File: config.mk
export PLATFORM = sky130hd
export DESIGN_NAME = slicel_cfg_loader
export DESIGN_NICKNAME = d
export VERILOG_FILES = /design/src/rtl/slice_cfg_pkg.sv /design/src/rtl/slicel_cfg_loader.sv
export SDC_FILE = /design/constraint.sdc
export NUM_CORES = 1
export LEC_CHECK = 0
export CAP_MARGIN = 20
export CORE_MARGIN = 10
export CORE_UTILIZATION = 48
export DETAILED_ROUTE_END_ITERATION = 12
export HOLD_SLACK_MARGIN = 0.05
export PLACE_DENSITY = 0.81
export SLEW_MARGIN = 20
export SYNTH_ARGS = -nofsm -noshare
export SYNTH_HDL_FRONTEND = slang
export SYNTH_SLANG_ARGS = --single-unit
File: constraint.sdc
create_clock -name cclk -period 2 [get_ports cclk]
set_clock_uncertainty 0.05 [all_clocks]
set_input_delay 0.3 -clock cclk [delete_from_list [all_inputs] [get_ports cclk]]
set_output_delay 0.3 -clock cclk [all_outputs]
set_load 0.02 [all_outputs]
File: src/rtl/slice_cfg_pkg.sv
// Shared sizing helpers, frame field offsets and loader state encoding for
// the slicel configuration path.
package slice_cfg_pkg;

    function automatic int cfg_size(input int s_xx_base);
        return 2 * (2 ** s_xx_base) + 1;
    endfunction

    function automatic int mux_lvls(input int num_luts);
        return $clog2(num_luts);
    endfunction

    function automatic int frame_w(input int s_xx_base, input int num_luts);
        return cfg_size(s_xx_base) * num_luts + mux_lvls(num_luts) + 1 + 2 * num_luts;
    endfunction

    function automatic int num_words(input int s_xx_base, input int num_luts, input int word_w);
        return (frame_w(s_xx_base, num_luts) + word_w - 1) / word_w;
    endfunction

    // Field offsets inside the frame, LSB first.
    function automatic int mux_off(input int s_xx_base, input int num_luts);
        return cfg_size(s_xx_base) * num_luts;
    endfunction

    function automatic int cc_off(input int s_xx_base, input int num_luts);
        return mux_off(s_xx_base, num_luts) + mux_lvls(num_luts);
    endfunction

    function automatic int regs_off(input int s_xx_base, input int num_luts);
        return cc_off(s_xx_base, num_luts) + 1;
    endfunction

    typedef enum logic [1:0] {
        ST_IDLE   = 2'd0,
        ST_LOAD   = 2'd1,
        ST_COMMIT = 2'd2,
        ST_ERR    = 2'd3
    } cfg_state_e;

endpackage

File: src/rtl/slicel_cfg_loader.sv
// Streams a slice configuration frame in word by word, checks its length and
// pulses cen for one cycle so slicel latches the assembled configuration.
module slicel_cfg_loader
    import slice_cfg_pkg::*;
#(
    parameter int S_XX_BASE = 4,
    parameter int NUM_LUTS  = 4,
    parameter int WORD_W    = 8
) (
    input  logic                                         cclk,
    input  logic                                         rst_n,
    input  logic                                         cfg_valid,
    input  logic [WORD_W-1:0]                            cfg_data,
    input  logic                                         cfg_last,
    output logic                                         cfg_ready,
    input  logic                                         cfg_clear,
    output logic [cfg_size(S_XX_BASE)*NUM_LUTS-1:0]      luts_config_out,
    output logic [mux_lvls(NUM_LUTS)-1:0]                inter_lut_mux_config,
    output logic                                         config_use_cc,
    output logic [2*NUM_LUTS-1:0]                        regs_config_out,
    output logic                                         cen,
    output logic                                         busy,
    output logic                                         done,
    output logic                                         err
);

    localparam int FRAME_W   = frame_w(S_XX_BASE, NUM_LUTS);
    localparam int NUM_WORDS = num_words(S_XX_BASE, NUM_LUTS, WORD_W);
    localparam int LUT_BITS  = cfg_size(S_XX_BASE) * NUM_LUTS;
    localparam int MUX_LVLS  = mux_lvls(NUM_LUTS);
    localparam int MUX_OFF   = mux_off(S_XX_BASE, NUM_LUTS);
    localparam int CC_OFF    = cc_off(S_XX_BASE, NUM_LUTS);
    localparam int REGS_OFF  = regs_off(S_XX_BASE, NUM_LUTS);
    localparam int CNT_W     = $clog2(NUM_WORDS + 1);

    cfg_state_e           state_reg, state_next;
    logic [CNT_W-1:0]     cnt_reg, cnt_next;
    logic [FRAME_W-1:0]   frame_reg, frame_next;
    logic [NUM_WORDS-1:0] wr_en;
    logic                 accept;

    assign cfg_ready = (state_reg == ST_IDLE) || (state_reg == ST_LOAD);
    assign accept    = cfg_valid && cfg_ready;

    // The counter is 0 in IDLE, so one index compare covers the first word too.
    genvar gi;
    generate
        for (gi = 0; gi < NUM_WORDS; gi++) begin : g_word_en
            assign wr_en[gi] = accept && (cnt_reg == CNT_W'(gi));
        end
        for (gi = 0; gi < FRAME_W; gi++) begin : g_frame_bit
            assign frame_next[gi] = wr_en[gi / WORD_W] ? cfg_data[gi % WORD_W] : frame_reg[gi];
        end
    endgenerate

    always_comb begin
        state_next = state_reg;
        cnt_next   = cnt_reg;
        case (state_reg)
            ST_IDLE: begin
                if (accept) begin
                    cnt_next   = CNT_W'(1);
                    state_next = (NUM_WORDS == 1 && cfg_last) ? ST_COMMIT : ST_LOAD;
                end
            end
            ST_LOAD: begin
                if (accept) begin
                    cnt_next = cnt_reg + CNT_W'(1);
                    if (cnt_reg == CNT_W'(NUM_WORDS - 1))
                        state_next = cfg_last ? ST_COMMIT : ST_ERR;
                    else if (cfg_last)
                        state_next = ST_ERR;
                end
            end
            ST_COMMIT: begin
                state_next = ST_IDLE;
                cnt_next   = '0;
            end
            ST_ERR: begin
                if (cfg_clear) begin
                    state_next = ST_IDLE;
                    cnt_next   = '0;
                end
            end
            default: begin
                state_next = ST_IDLE;
                cnt_next   = '0;
            end
        endcase
    end

    always_ff @(posedge cclk or negedge rst_n) begin
        if (!rst_n) begin
            state_reg <= ST_IDLE;
            cnt_reg   <= '0;
            frame_reg <= '0;
        end else begin
            state_reg <= state_next;
            cnt_reg   <= cnt_next;
            frame_reg <= frame_next;
        end
    end

    assign luts_config_out      = frame_reg[LUT_BITS-1:0];
    assign inter_lut_mux_config = frame_reg[MUX_OFF +: MUX_LVLS];
    assign config_use_cc        = frame_reg[CC_OFF];
    assign regs_config_out      = frame_reg[REGS_OFF +: 2*NUM_LUTS];

    assign cen  = (state_reg == ST_COMMIT);
    assign done = (state_reg == ST_COMMIT);
    assign busy = (state_reg == ST_LOAD);
    assign err  = (state_reg == ST_ERR);

endmodule

==> flow_summary_export.csv, run 1 <==
group,metric,value,unit
placement,io_buffers,160,
detailed_routing,detail-route-antenna-nets,0,
sta,slew_violations,0,
placement,dp_hpwl,11600,um
detailed_routing,routed-via-count,3946,
synth,synth_edf_count,0,
synth,async_reset_ff_share,100,%
synth,yosysMostFrequentCell,"dfrtp_1",
sta,slew_headroom,66.0,%
die,die_w,132,um
detailed_routing,drc_errors,0,
power,p_per_area,1730,nW/um^2
sta,tightest_slew,509,ps
die,die-area,17400,um^2
synth,synth.top_cell.area_share,62.3,%
global_routing,grt_max_degree,53,
layout,drive_gt1_share,36.8,%
synth,synthTopCellsByArea,"dfrtp_1 62%, mux2_2 24%, mux2_4 3.7%",
synth,ys.flop_type,"dfrtp_1",
clock_tree,clk_latency,420,ps
placement,globalplace.congestion,0.805,
sta,min_period_over_period,95.7,%
global_routing,overflow,0,
clock_tree,cts.sinks,150,
synth,syn_area_per_cell,15.7,um^2
setup_path,crit_path_start_kind,"register",
sta,whs,357,ps
clock_tree,cts_tree,"done",
synth,syn_inst,384,
synth,seq_area_frac_synth,62.3,%
sta,hold_violations,0,
synth,yosys_warnings,0,
detailed_routing,via_per_inst,5.28,
global_routing,antenna_found_initial,0,
die,die_y,132,um
setup_path,worstPathRequired,2250,ps
clock_tree,htreeDepth,4,
global_routing,grt_pass1_vias,4345,
status,status,"completed",
layout,syn2layout_area_growth,43.5,%
setup_path,crit_slowest_cell,"dfrtp_1",
global_routing,grt_pass1_wl,25900,um
worst_hold_path,hp-class,"primary input to asynchronous set/reset pin",
synth,synthesis.nets,402,
setup_path,crit_path_max_fanout,8,
setup_path,crit_path_end_kind,"register",
synth,synthTopCellsByCount,"150 x dfrtp_1, 126 x mux2_2, 15 x mux2_4",
setup_path,path_class,"register to register",
detailed_routing,initialDrtViolationCount,233,
detailed_routing,avgRoutedWirePerCell,22.2,um
synth,syn-cell-area,6030,um^2
detailed_routing,wirelength,16600,um
die,core-area,12200,um^2
global_routing,grt_usage,19.1,%
clock_tree,cts_root_buf,"clkbuf_16",
sta,fmax,523,MHz
detailed_routing,dr.pass1.iters,6,
layout,antenna_cells,0,
layout,postLayoutCoreUtil,71.1,%
die,start_util,49.6,%
synth,synth-seq-cells,150,
run,drv_cap,0,
layout,nNetsFinal,584,
die,ios,161,
setup_path,crit_chain,"inv_1 -> ha_2 -> and4bb_4 -> and3_1 -> buf_12 -> mux2_2",
setup_path,arrival,2160,ps
layout,num-fill-cells,832,
clock_tree,clk_path_buf_depth,2,
synth,synthDistinctLibCells,32,
clock_tree,cts_buffers,17,
sta,layout_min_cycle_time,1910,ps
layout,largest_reg_flops,143,
setup_path,slowest_delay,450,ps
clock_tree,clk_pin_slew,60,ps
sta,setup_viol,0,
power,peakVddDrop,0.00132,V
die,num_rows,40,
synth,synth.largest_area_cell,"dfrtp_1",
power,p_leak,3.97,nW
-- metrics by stage --
stage	TNS [ps]	setup WS, ps	area, um^2	power (mW)	cells
after floorplan	0	252	6030	8.05	384
after global placement	0	44.9	7960	11.2	714
after detailed placement	-115	-19.0	7960	11.4	714
after CTS	0	63.4	8640	15.1	747
after global routing	-13.4	-9.03	8650	15.6	747
final	0	86.3	8650	14.9	747
-- power by group --
group          leakage (nW)  internal, mW  switching, mW  total [mW]
sequential             1.94          4.28          0.775        5.05
combinational          1.71          3.21           3.03        6.24
clock                 0.327          2.41           1.22        3.63
total                  3.97          9.90           5.03        14.9
-- critical path: cells and delay by family, from the launching register on --
kind | cells | cell delay [ps]
AND/OR/NAND/NOR | 2 | 480
flip-flops | 1 | 450
multiplexers | 1 | 330
buffers and inverters | 2 | 250
adder cells (fa/ha/maj) | 1 | 230
-- worst paths after layout --
| kind | from | end | slack [ps] | depth (start not counted) |
|---|---|---|---|---|
| hold reg to reg | frame_reg[93]$_DFFE_PN0P_ | frame_reg[93]$_DFFE_PN0P_ | 450 | 1 |
| hold / removal | rst_n | frame_reg[63]$_DFFE_PN0P_ | 360 | 2 |
| max in group asynchronous | rst_n | frame_reg[41]$_DFFE_PN0P_ | 940 | 3 |
| setup reg to reg | cnt_reg[1]$_DFFE_PN0P_ | frame_reg[104]$_DFFE_PN0P_ | 90 | 6 |
| setup / recovery | cnt_reg[1]$_DFFE_PN0P_ | frame_reg[104]$_DFFE_PN0P_ | 90 | 6 |
| min in group cclk | frame_reg[93]$_DFFE_PN0P_ | frame_reg[93]$_DFFE_PN0P_ | 450 | 1 |
-- cell usage in the layout, fill, tap and decap left out, drive strengths merged, types with 2 or more instances in the layout --
cell	count
and3	5
and3b	2
and4bb	4
buf	23
bufinv	6
clkbuf	20
clkdlybuf4s50	154
clkinv	3
clkinvlp	2
dfrtp	150
dlygate4sd2	5
ha	5
inv	5
mux2	143
nand2	17
nand3	4
nor2	7
nor2b	6
o21ai	6
-- metal layers --
| metal | GRT usage [%] | share of wire, % | vias to the layer above |
|---|---|---|---|
| met5 | 0 | 0 | - |
| met4 | 4.94 | 1.2 | 0 |
| met3 | 9.98 | 9.7 | 19 |
| met2 | 30.5 | 48 | 135 |
| met1 | 22.2 | 41 | 2075 |
| li1 | - | - | 1717 |
-- what timing repair did --
action                                  4_1_cts  5_1_grt
gates cloned                                  0        0
resized for setup                             7        1
buffers inserted                              0        0
endpoints found under the setup margin        5       16
hold buffers                                  1        0
hold endpoints to repair                     48        0
-- cell type report --
type                       count  area (um^2)  share of cell area (%)
sequential                   150         3760                    43.4
multi-input combinational    210         2160                    25.0
timing repair buffer         183         1820                    21.1
clock buffer                  20          457                    5.28
clock inverter                12          223                    2.58
tap                          168          210                    2.43
inverter                       4         15.0                   0.174
-- cells by family after synthesis --
| family | count (synthesis) | synth area share (%) |
|---|---|---|
| AOI/OAI and AO/OA | 13 | 1.37 |
| adders and majority gates | 5 | 1.04 |
| buffers and inverters | 24 | 1.87 |
| DFF | 150 | 62.3 |
| muxes | 143 | 27.7 |
| and+or+nand+nor | 49 | 5.79 |
No activity file was read; power rests on OpenSTA's default activity.
==> inputs of run 2 (changes only) <==
- CORE_MARGIN: 10 -> 4
- MAX_ROUTING_LAYER: not set -> met4
==> run 2 against run 1 <==
Combinational power about the same. Die area decreased by 17%. Sequential power about the same. Critical path depth unchanged. Total power decreased by 4.0%. Via count unchanged. Sequential share of layout area increased by 0.082 points. Largest cell class unchanged. Largest power group unchanged.
==> flow_summary_export.csv, run 2 (synthesized netlist as in run 1, its figures left out) <==
group,metric,value,unit
layout,multiInputGateArea,2170,um^2
die,ios,161,
power,p_per_area,1660,nW/um^2
sta,fmax,521,MHz
setup_path,crit_path_start_kind,"register",
sta,slew_headroom,66.5,%
clock_tree,cts_tree,"done",
clock_tree,clk_pin_slew,60,ps
detailed_routing,dr.pass1.iters,4,
setup_path,crit_path_end_kind,"register",
detailed_routing,drc_errors,0,
layout,postLayoutCoreUtil,71.0,%
power,combPwrFrac,43.7,%
detailed_routing,via_per_inst,5.27,
layout,fin_area,8630,um^2
layout,largest_reg_flops,143,
detailed_routing,detail-route-antenna-nets,0,
power,seq_power_share,35.1,%
global_routing,grt_max_degree,52,
power,internal-power,9.41,mW
status,status,"completed",
global_routing,grt_usage,23.4,%
setup_path,arrival,2170,ps
sta,fin_tns_setup,0,ps
layout,layout.cells.most_common,"clkdlybuf4s50_1",
global_routing,grt_pass1_wl,24700,um
clock_tree,htreeDepth,4,
setup_path,reg2reg_slack,80,ps
sta,slew_violations,0,
power,p_leak,3.97,nW
clock_tree,cts_buffers,17,
power,power,14.3,mW
layout,drive_gt1_share,37.0,%
setup_path,crit_path_max_fanout,8,
die,start_util,49.6,%
power,p_switching,4.91,mW
layout,seq_area,3760,um^2
sta,hold_violations,0,
placement,placed_area,8050,um^2
run,drv_cap,0,
die,die_y,120,um
sta,min_period_over_period,95.9,%
placement,io_buffers,160,
clock_tree,cts.sinks,150,
die,die-area,14400,um^2
die,die_w,120,um
global_routing,antenna_found_initial,0,
setup_path,r2r_start,"cnt_reg[1]$_DFFE_PN0P_",
setup_path,crit_end,"frame_reg[108]$_DFFE_PN0P_",
setup_path,critPathLaunch,"cnt_reg[1]$_DFFE_PN0P_",
detailed_routing,initialDrtViolationCount,201,
clock_tree,clk_latency,420,ps
layout,num-fill-cells,842,
setup_path,worstPathRequired,2250,ps
detailed_routing,wirelength,15600,um
sta,tightest_slew,503,ps
sta,layout_min_cycle_time,1920,ps
layout,syn2layout_area_growth,43.2,%
power,switching_share,34.3,%
placement,dp_hpwl,10900,um
setup_path,path_class,"register to register",
clock_tree,clk_path_buf_depth,2,
global_routing,grt_pass1_vias,4258,
power,power_frac_clock,21.2,%
layout,nNetsFinal,588,
sta,setup_viol,0,
setup_path,reg2reg_depth,6,
sta,rsz0062_at_grt,"no",
sta,finalWorstSetupSlack,81.4,ps
layout,mostFrequentLayoutCells,"154 x clkdlybuf4s50_1, 148 x dfrtp_1, 126 x mux2_2",
placement,globalplace.congestion,0.856,
detailed_routing,avgRoutedWirePerCell,20.9,um
worst_hold_path,hp-class,"primary input to asynchronous set/reset pin",
detailed_routing,routed-via-count,3946,
setup_path,r2r_end,"frame_reg[108]$_DFFE_PN0P_",
clock_tree,cts_root_buf,"clkbuf_16",
die,num_rows,40,
global_routing,overflow,0,
die,core-area,12200,um^2
placement,dp_worst_setup_slack,-33.1,ps
power,peakVddDrop,0.000979,V
clock_tree,cts_setup_buffers,0,
layout,antenna_cells,0,
-- run 2: cell types whose count changed in the layout (fill, tap and decap cells not counted), moves of 2 or more --
cell,previous run,this run
clkinv_2,2,4
buf_12,4,9
nand2_2,6,8
nand2_1,11,9
bufinv_16,6,2
-- run 2: worst min path at each step --
stage,endpoint,cells past startpoint,slack (ps),start
6_report,frame_reg[58]$_DFFE_PN0P_,2,350,rst_n
3_5_place_dp,frame_reg[58]$_DFFE_PN0P_,1,230,rst_n
5_1_grt,frame_reg[58]$_DFFE_PN0P_,2,390,rst_n
3_3_place_gp,frame_reg[58]$_DFFE_PN0P_,1,230,rst_n
4_1_cts,frame_reg[58]$_DFFE_PN0P_,2,360,rst_n
2_1_floorplan,cnt_reg[0]$_DFFE_PN0P_,0,-50,rst_n
-- run 2: layout make-up --
type	instances	area share (%)
Clock buffer	21	5.34
Clock inverter	9	1.20
Inverter	4	0.174
Multi-Input combinational cell	210	25.1
Sequential cell	150	43.5
Tap cell	168	2.44
Timing Repair Buffer	187	22.2
-- run 2: power groups by stage --
stage	combinational, mW	clock, mW	sequential [mW]
floorplan	1.66	0	6.38
global placement	6.16	0	4.97
finish	6.26	3.04	5.03
detailed placement	6.28	0	5.06
global route	6.59	3.26	5.17
CTS	6.31	3.09	5.03
-- run 2: metal layers --
| metal | vias to the layer above | part of all wire [%] | global-route usage (%) |
|---|---|---|---|
| met3 | 20 | 7.8 | 9.47 |
| li1 | 1735 | - | - |
| met1 | 2048 | 41 | 28.1 |
| met4 | 0 | 1.1 | 5.80 |
| met2 | 143 | 50 | 37.2 |
| met5 | - | 0 | - |
-- run 2: worst max-delay path, cell delays in order (launching register included) --
cell      delay [ps]
dfrtp_1          440
inv_1            130
ha_1             250
and4bb_4         270
and3_1           210
buf_12           130
mux2_2           330
-- run 2: stage by stage --
stage / hold WS [ps] / cells
5_1_grt: 387 / 749
3_3_place_gp: 231 / 718
2_1_floorplan: -45.6 / 384
6_report: 346 / 749
4_1_cts: 359 / 749
3_5_place_dp: 233 / 718
-- run 2: what timing repair did --
action	in CTS	in global routing
hold endpoints to repair	49	0
hold buffers	1	0
resized for setup	6	3
endpoints found under the setup margin	5	17
